<file path="src/rtl/beta_pkg.sv">
// Shared definitions for the Beta-style core: widths, special registers,
// bypass-source encoding and the pipeline-stage hit test.
package beta_pkg;

  localparam int DW = 32;
  localparam int AW = 5;

  localparam logic [AW-1:0] XP_REG   = 5'd30;
  localparam logic [AW-1:0] ZERO_REG = 5'd31;

  typedef enum logic [1:0] {
    SEL_RF  = 2'd0,
    SEL_EX  = 2'd1,
    SEL_MEM = 2'd2,
    SEL_WB  = 2'd3
  } byp_sel_e;

  // A stage supplies x only if it really writes x; r31 is never forwarded.
  function automatic logic stage_hit(input logic          valid,
                                     input logic          werf,
                                     input logic [AW-1:0] wa,
                                     input logic [AW-1:0] x);
    return valid && werf && (wa == x) && (x != ZERO_REG);
  endfunction

endpackage

</file>
<file path="src/rtl/bypass_mux.sv">
// Per-operand bypass select (ALU > MEM > WB > regfile) with load-use and
// WB-block flags. Optional WB leg controlled by OPSTAGE_WB_BYPASS_EN.
module bypass_mux
  import beta_pkg::*;
(
  input  logic [AW-1:0] addr,
  input  logic [DW-1:0] rf_data,
  input  logic          ex_hit,
  input  logic          mem_hit,
  input  logic          wb_hit,
  input  logic          ex_is_ld,
  input  logic [DW-1:0] ex_data,
  input  logic [DW-1:0] mem_data,
  input  logic [DW-1:0] wb_data,
  output logic [DW-1:0] data,
  output logic          load_use,
  output logic          wb_block
);

  byp_sel_e sel_s;

  // Source selection by stage priority.
  always_comb begin
    sel_s = SEL_RF;
    if (ex_hit) begin
      sel_s = SEL_EX;
    end else if (mem_hit) begin
      sel_s = SEL_MEM;
    end
`ifdef OPSTAGE_WB_BYPASS_EN
    else if (wb_hit) begin
      sel_s = SEL_WB;
    end
`endif
    else begin
      sel_s = SEL_RF;
    end
  end

  // Data mux; r31 reads as zero regardless of any hit or regfile content.
  always_comb begin
    data = {DW{1'b0}};
    if (addr == ZERO_REG) begin
      data = {DW{1'b0}};
    end else begin
      case (sel_s)
        SEL_EX:  data = ex_data;
        SEL_MEM: data = mem_data;
        SEL_WB:  data = wb_data;
        SEL_RF:  data = rf_data;
        default: data = rf_data;
      endcase
    end
  end

  assign load_use = ex_hit && ex_is_ld;

`ifdef OPSTAGE_WB_BYPASS_EN
  assign wb_block = 1'b0;
`else
  // Without the WB leg the value is only visible once the regfile is written.
  assign wb_block = wb_hit;
`endif

endmodule

</file>
<file path="src/rtl/operand_stage.sv">
// RF->ALU operand stage: operand B addressing, bypass, load-use stall and
// ALU-stage registers. WB bypass is enabled by OPSTAGE_WB_BYPASS_EN.
module operand_stage
  import beta_pkg::*;
(
  input  logic          clock,
  input  logic          reset,
  input  logic          rf_valid,
  input  logic [AW-1:0] rf_ra,
  input  logic [AW-1:0] rf_rb,
  input  logic [AW-1:0] rf_rc,
  input  logic          rf_ra2sel,
  input  logic          rf_wasel,
  input  logic          rf_werf,
  input  logic          rf_is_ld,
  input  logic [DW-1:0] radata,
  input  logic [DW-1:0] rbdata,
  output logic [AW-1:0] rb_addr,
  input  logic          annul,
  input  logic          ex_valid,
  input  logic          ex_werf,
  input  logic          ex_is_ld,
  input  logic [AW-1:0] ex_wa,
  input  logic [DW-1:0] ex_result,
  input  logic          mem_valid,
  input  logic          mem_werf,
  input  logic [AW-1:0] mem_wa,
  input  logic [DW-1:0] mem_result,
  input  logic          wb_valid,
  input  logic          wb_werf,
  input  logic [AW-1:0] wb_wa,
  input  logic [DW-1:0] wb_wdata,
  output logic          stall,
  output logic          alu_valid,
  output logic [DW-1:0] alu_a,
  output logic [DW-1:0] alu_b,
  output logic [AW-1:0] alu_wa,
  output logic          alu_werf,
  output logic          alu_is_ld
);

  logic [AW-1:0] wa_s;
  logic [DW-1:0] opa_s, opb_s;
  logic          lu_a_s, lu_b_s, wbb_a_s, wbb_b_s;

  assign rb_addr = rf_ra2sel ? rf_rc : rf_rb;
  assign wa_s    = rf_wasel ? XP_REG : rf_rc;

  bypass_mux u_mux_a (
    .addr     (rf_ra),
    .rf_data  (radata),
    .ex_hit   (stage_hit(ex_valid, ex_werf, ex_wa, rf_ra)),
    .mem_hit  (stage_hit(mem_valid, mem_werf, mem_wa, rf_ra)),
    .wb_hit   (stage_hit(wb_valid, wb_werf, wb_wa, rf_ra)),
    .ex_is_ld (ex_is_ld),
    .ex_data  (ex_result),
    .mem_data (mem_result),
    .wb_data  (wb_wdata),
    .data     (opa_s),
    .load_use (lu_a_s),
    .wb_block (wbb_a_s)
  );

  bypass_mux u_mux_b (
    .addr     (rb_addr),
    .rf_data  (rbdata),
    .ex_hit   (stage_hit(ex_valid, ex_werf, ex_wa, rb_addr)),
    .mem_hit  (stage_hit(mem_valid, mem_werf, mem_wa, rb_addr)),
    .wb_hit   (stage_hit(wb_valid, wb_werf, wb_wa, rb_addr)),
    .ex_is_ld (ex_is_ld),
    .ex_data  (ex_result),
    .mem_data (mem_result),
    .wb_data  (wb_wdata),
    .data     (opb_s),
    .load_use (lu_b_s),
    .wb_block (wbb_b_s)
  );

  // Stall request; an annulled instruction never stalls.
  always_comb begin
    stall = 1'b0;
    if (annul || !rf_valid) begin
      stall = 1'b0;
    end else begin
      stall = lu_a_s || lu_b_s || wbb_a_s || wbb_b_s;
    end
  end

  // ALU-stage registers; bubbles keep the datapath fields unchanged.
  always_ff @(posedge clock) begin
    if (reset) begin
      alu_valid <= 1'b0;
      alu_a     <= {DW{1'b0}};
      alu_b     <= {DW{1'b0}};
      alu_wa    <= {AW{1'b0}};
      alu_werf  <= 1'b0;
      alu_is_ld <= 1'b0;
    end else if (annul || stall || !rf_valid) begin
      alu_valid <= 1'b0;
      alu_werf  <= 1'b0;
      alu_is_ld <= 1'b0;
    end else begin
      alu_valid <= 1'b1;
      alu_a     <= opa_s;
      alu_b     <= opb_s;
      alu_wa    <= wa_s;
      alu_werf  <= rf_werf;
      alu_is_ld <= rf_is_ld;
    end
  end

endmodule

</file>
<file path="config.mk">
export PLATFORM = sky130hd
export DESIGN_NAME = operand_stage
export DESIGN_NICKNAME = d
export VERILOG_FILES = /design/src/rtl/beta_pkg.sv /design/src/rtl/bypass_mux.sv /design/src/rtl/operand_stage.sv
export SDC_FILE = /design/constraint.sdc
export NUM_CORES = 1
export LEC_CHECK = 0
export CAP_MARGIN = 30
export CORE_ASPECT_RATIO = 0.7
export CORE_MARGIN = 1.5
export CORE_UTILIZATION = 37
export DETAILED_ROUTE_END_ITERATION = 8
export GPL_ROUTABILITY_DRIVEN = 0
export PLACE_DENSITY = 0.81
export SYNTH_ARGS = -nofsm -noshare
export SYNTH_HDL_FRONTEND = slang
export SYNTH_SLANG_ARGS = --single-unit
export TNS_END_PERCENT = 30
</file>
<file path="constraint.sdc">
create_clock -name clock -period 3.23 [get_ports clock]
set_input_delay 0.646 -clock clock [delete_from_list [all_inputs] [get_ports clock]]
set_output_delay 0.646 -clock clock [all_outputs]
set_load 0.03 [all_outputs]
</file>
==> impl_metrics.toml <==
[status]
status = "finished clean"

[finish]
nNetsFinal = 976
final-instance-count-excl-fill = 929
drive_gt1_share_pct = 11.47
final_cell_mix = "246 x clkdlybuf4s50_1, 72 x dfxtp_1, 67 x nand3_1"
utilization_pct = 68.49
layout_commonest_cell = "clkdlybuf4s50_1"
syn_to_final_growth_pct = 78.12
insertedDiodeCount = 0

[sta]
drv_slew = 0
tightest_slew_ns = 0.5161
hold_slack_ns = 0.4666
slew_headroom_pct = 65.39
rsz0062_at_grt = "false"
fmax_mhz = 322.0
setup_viol = 0
finalClockSkew_ns = 0
fin_crit_sh_pct = 96.15
min_period_ns = 3.106
finalHoldViolations = 0

[setup_path]
required_ns = 2.58
cp.arrival_ns = 2.46
cp_max_fo = 2
criticalPathCategory = "in2out"
cp-start-kind = "input pin"
critPathCaptureType = "output port"

[pwr]
power_density_nw_per_um2 = 359.4
p_leak_uw = 0.003050
vdd_drop_max_mv = 0.2533
combPwrFrac_pct = 29.1
switching_share_pct = 28.60
internal-power_uw = 1963
power_frac_clock_pct = 35.8
power_frac_seq_pct = 35.1
p_sw_uw = 786.3

[yosys]
syn_inst = 505
synth_cell_types = 43
syn_nets = 710
yosysWarnings = 0
ys_seq_area_share_pct = 33.56
ys_seq_elements = 72
synth_area_um2 = 4295
synth_edf_count = 0
synth-async-reset-ratio_pct = 0
postSynthAreaPerCell_um2 = 8.506
synth-main-ff-cell = "dfxtp_1"

[global_routing]
antenna_found_initial = 0
grt_start_max_net_pins = 65
grtUsageTotal_pct = 27.48
grt-ovfl-total = 0
grt_pass1_vias = 5276
grt_pass1_wl_mm = 26.92

[run]
maxCapViolCount = 0

[routing]
final_antenna_net_count = 0
routed.top_layer = "met4"
wl_met2_mm = 8.433
drc = 0
m1WireLength_mm = 7.332
vias = 5204
wl_met3_mm = 1.485
vias_per_cell = 5.602
wl_per_cell_um = 18.86
drtPass1Iterations = 5
drtIter0Drc = 314
routed_wl_mm = 17.52

[clocking]
cts_tree = "yes"
cts_buffers = 9
clock_sinks = 72
clockBufferDepth = 2
clk_pin_slew_ns = 0.06
cts_hold_buf = 0
clk_latency_ns = 0.32
htreeDepth = 3
cts_root_buf = "clkbuf_16"

[floorplanning]
die_y_um = 93.15
die_w_um = 131.8
ios = 283
initial_core_util_pct = 38.45
core_area_um2 = 11170
rows = 32
die_area_um2 = 12270

[place]
dp_cells = 909
hpwl_mm = 12.99
port_buffers = 250

[hold_path]
hp-class = "reg2reg"
==> logic make-up after synthesis <==
| logic type | after synthesis | share of synthesized area, % |
|---|---|---|
| mux | 38 | 9.409 |
| buf+inv | 47 | 4.981 |
| simple gates | 173 | 21.38 |
| xor+xnor | 28 | 5.709 |
| flops | 72 | 33.56 |
| compound gates | 147 | 24.96 |
==> worst paths after layout <==
| path | startpoint | endpoint | slack (ns) | cells after the start |
|---|---|---|---|---|
| min | alu_b[21] | alu_b[21] | 0.47 | 1 |
| min reg2reg | alu_b[21] | alu_b[21] | 0.47 | 1 |
| max reg2reg | alu_wa[4] | alu_wa[4] | 2.54 | 2 |
| max | ex_wa[0] | stall | 0.12 | 8 |
==> synth_stat cells (2+ instances only) <==
library cell	n	area (µm²)
mux2i_1	34	340.3
nor2_1	38	142.6
o21ai_0	32	160.2
xor2_1	15	131.4
xnor2_1	13	113.9
inv_1	3	11.26
nand3_1	69	345.3
nand2b_1	2	12.51
nand4_1	4	25.02
a32o_1	33	330.3
or2_2	2	12.51
or2_1	2	12.51
inv_2	2	7.510
nand2_1	6	22.52
a22o_1	32	280.3
dfxtp_1	72	1441
nor3_1	4	20.02
and3_1	3	18.77
nand3b_1	2	15.01
clkbuf_1	25	93.84
nor4_1	3	18.77
nor3_2	2	20.02
o21ai_1	2	10.01
a21oi_1	37	185.2
or2_0	28	175.2
buf_2	9	45.04
a211oi_1	5	37.54
buf_4	7	52.55
mux2i_2	3	41.29
nor3b_1	3	22.52
==> flip-flops by register name, summed over array words and instances, names as in the netlist <==
register / count
alu_a: 32
alu_werf: 1
alu_is_ld: 1
alu_b: 32
alu_valid: 1
alu_wa: 5
==> worst max-delay path, cell delays in order <==
cell             delay [ns]
clkdlybuf4s50_1        0.47
xor2_1                 0.20
nor4_2                 0.39
and3_4                 0.25
a32o_1                 0.16
nor2_2                 0.06
nor2_1                 0.11
buf_4                  0.17
==> cell type report <==
cell class              count  area, µm²
clock inverters             7      70.07
fillers                   864       3520
flip-flops and latches     72       1441
repair buffers            297       2974
inverters                   5      18.77
multi-input cells         386       2730
clock buffers               9      225.2
well taps                 153      191.4
==> per-stage QoR <==
step           setup slack, ns  TNS (ns)  instance area (µm²)  total power [µW]
5_1_grt                0.03852         0                 7651              2851
2_1_floorplan          0.09967         0                 4295              1310
6_report                0.1245         0                 7651              2749
4_1_cts               0.005552         0                 7616              2764
3_3_place_gp          -0.08420   -0.2212                 7226              1739
3_5_place_dp           -0.1258    -2.289                 7253              1763
==> layer usage <==
metal  global-route usage (%)  up-vias
met4                    7.315        0
met1                    32.62     2510
met5                        0        -
met3                    7.263       21
li1                         -     2412
met2                    49.47      261
==> power groups by stage <==
stage	Clock, µW	Combinational, µW	Sequential (µW)
5_1_grt	1040	843	968
3_3_place_gp	0	759	980
2_1_floorplan	0	235	1080
3_5_place_dp	0	780	983
6_report	984	801	964
4_1_cts	1010	793	964
==> repair_timing <==
item / CTS / global route
pin swaps: 1 / 3
endpoints found under the hold margin: 0 / 0
gates resized for setup: 10 / 4
setup endpoints to repair: 1 / 2
buffers inserted: 1 / 3
Power figures use the tool's default switching activity.
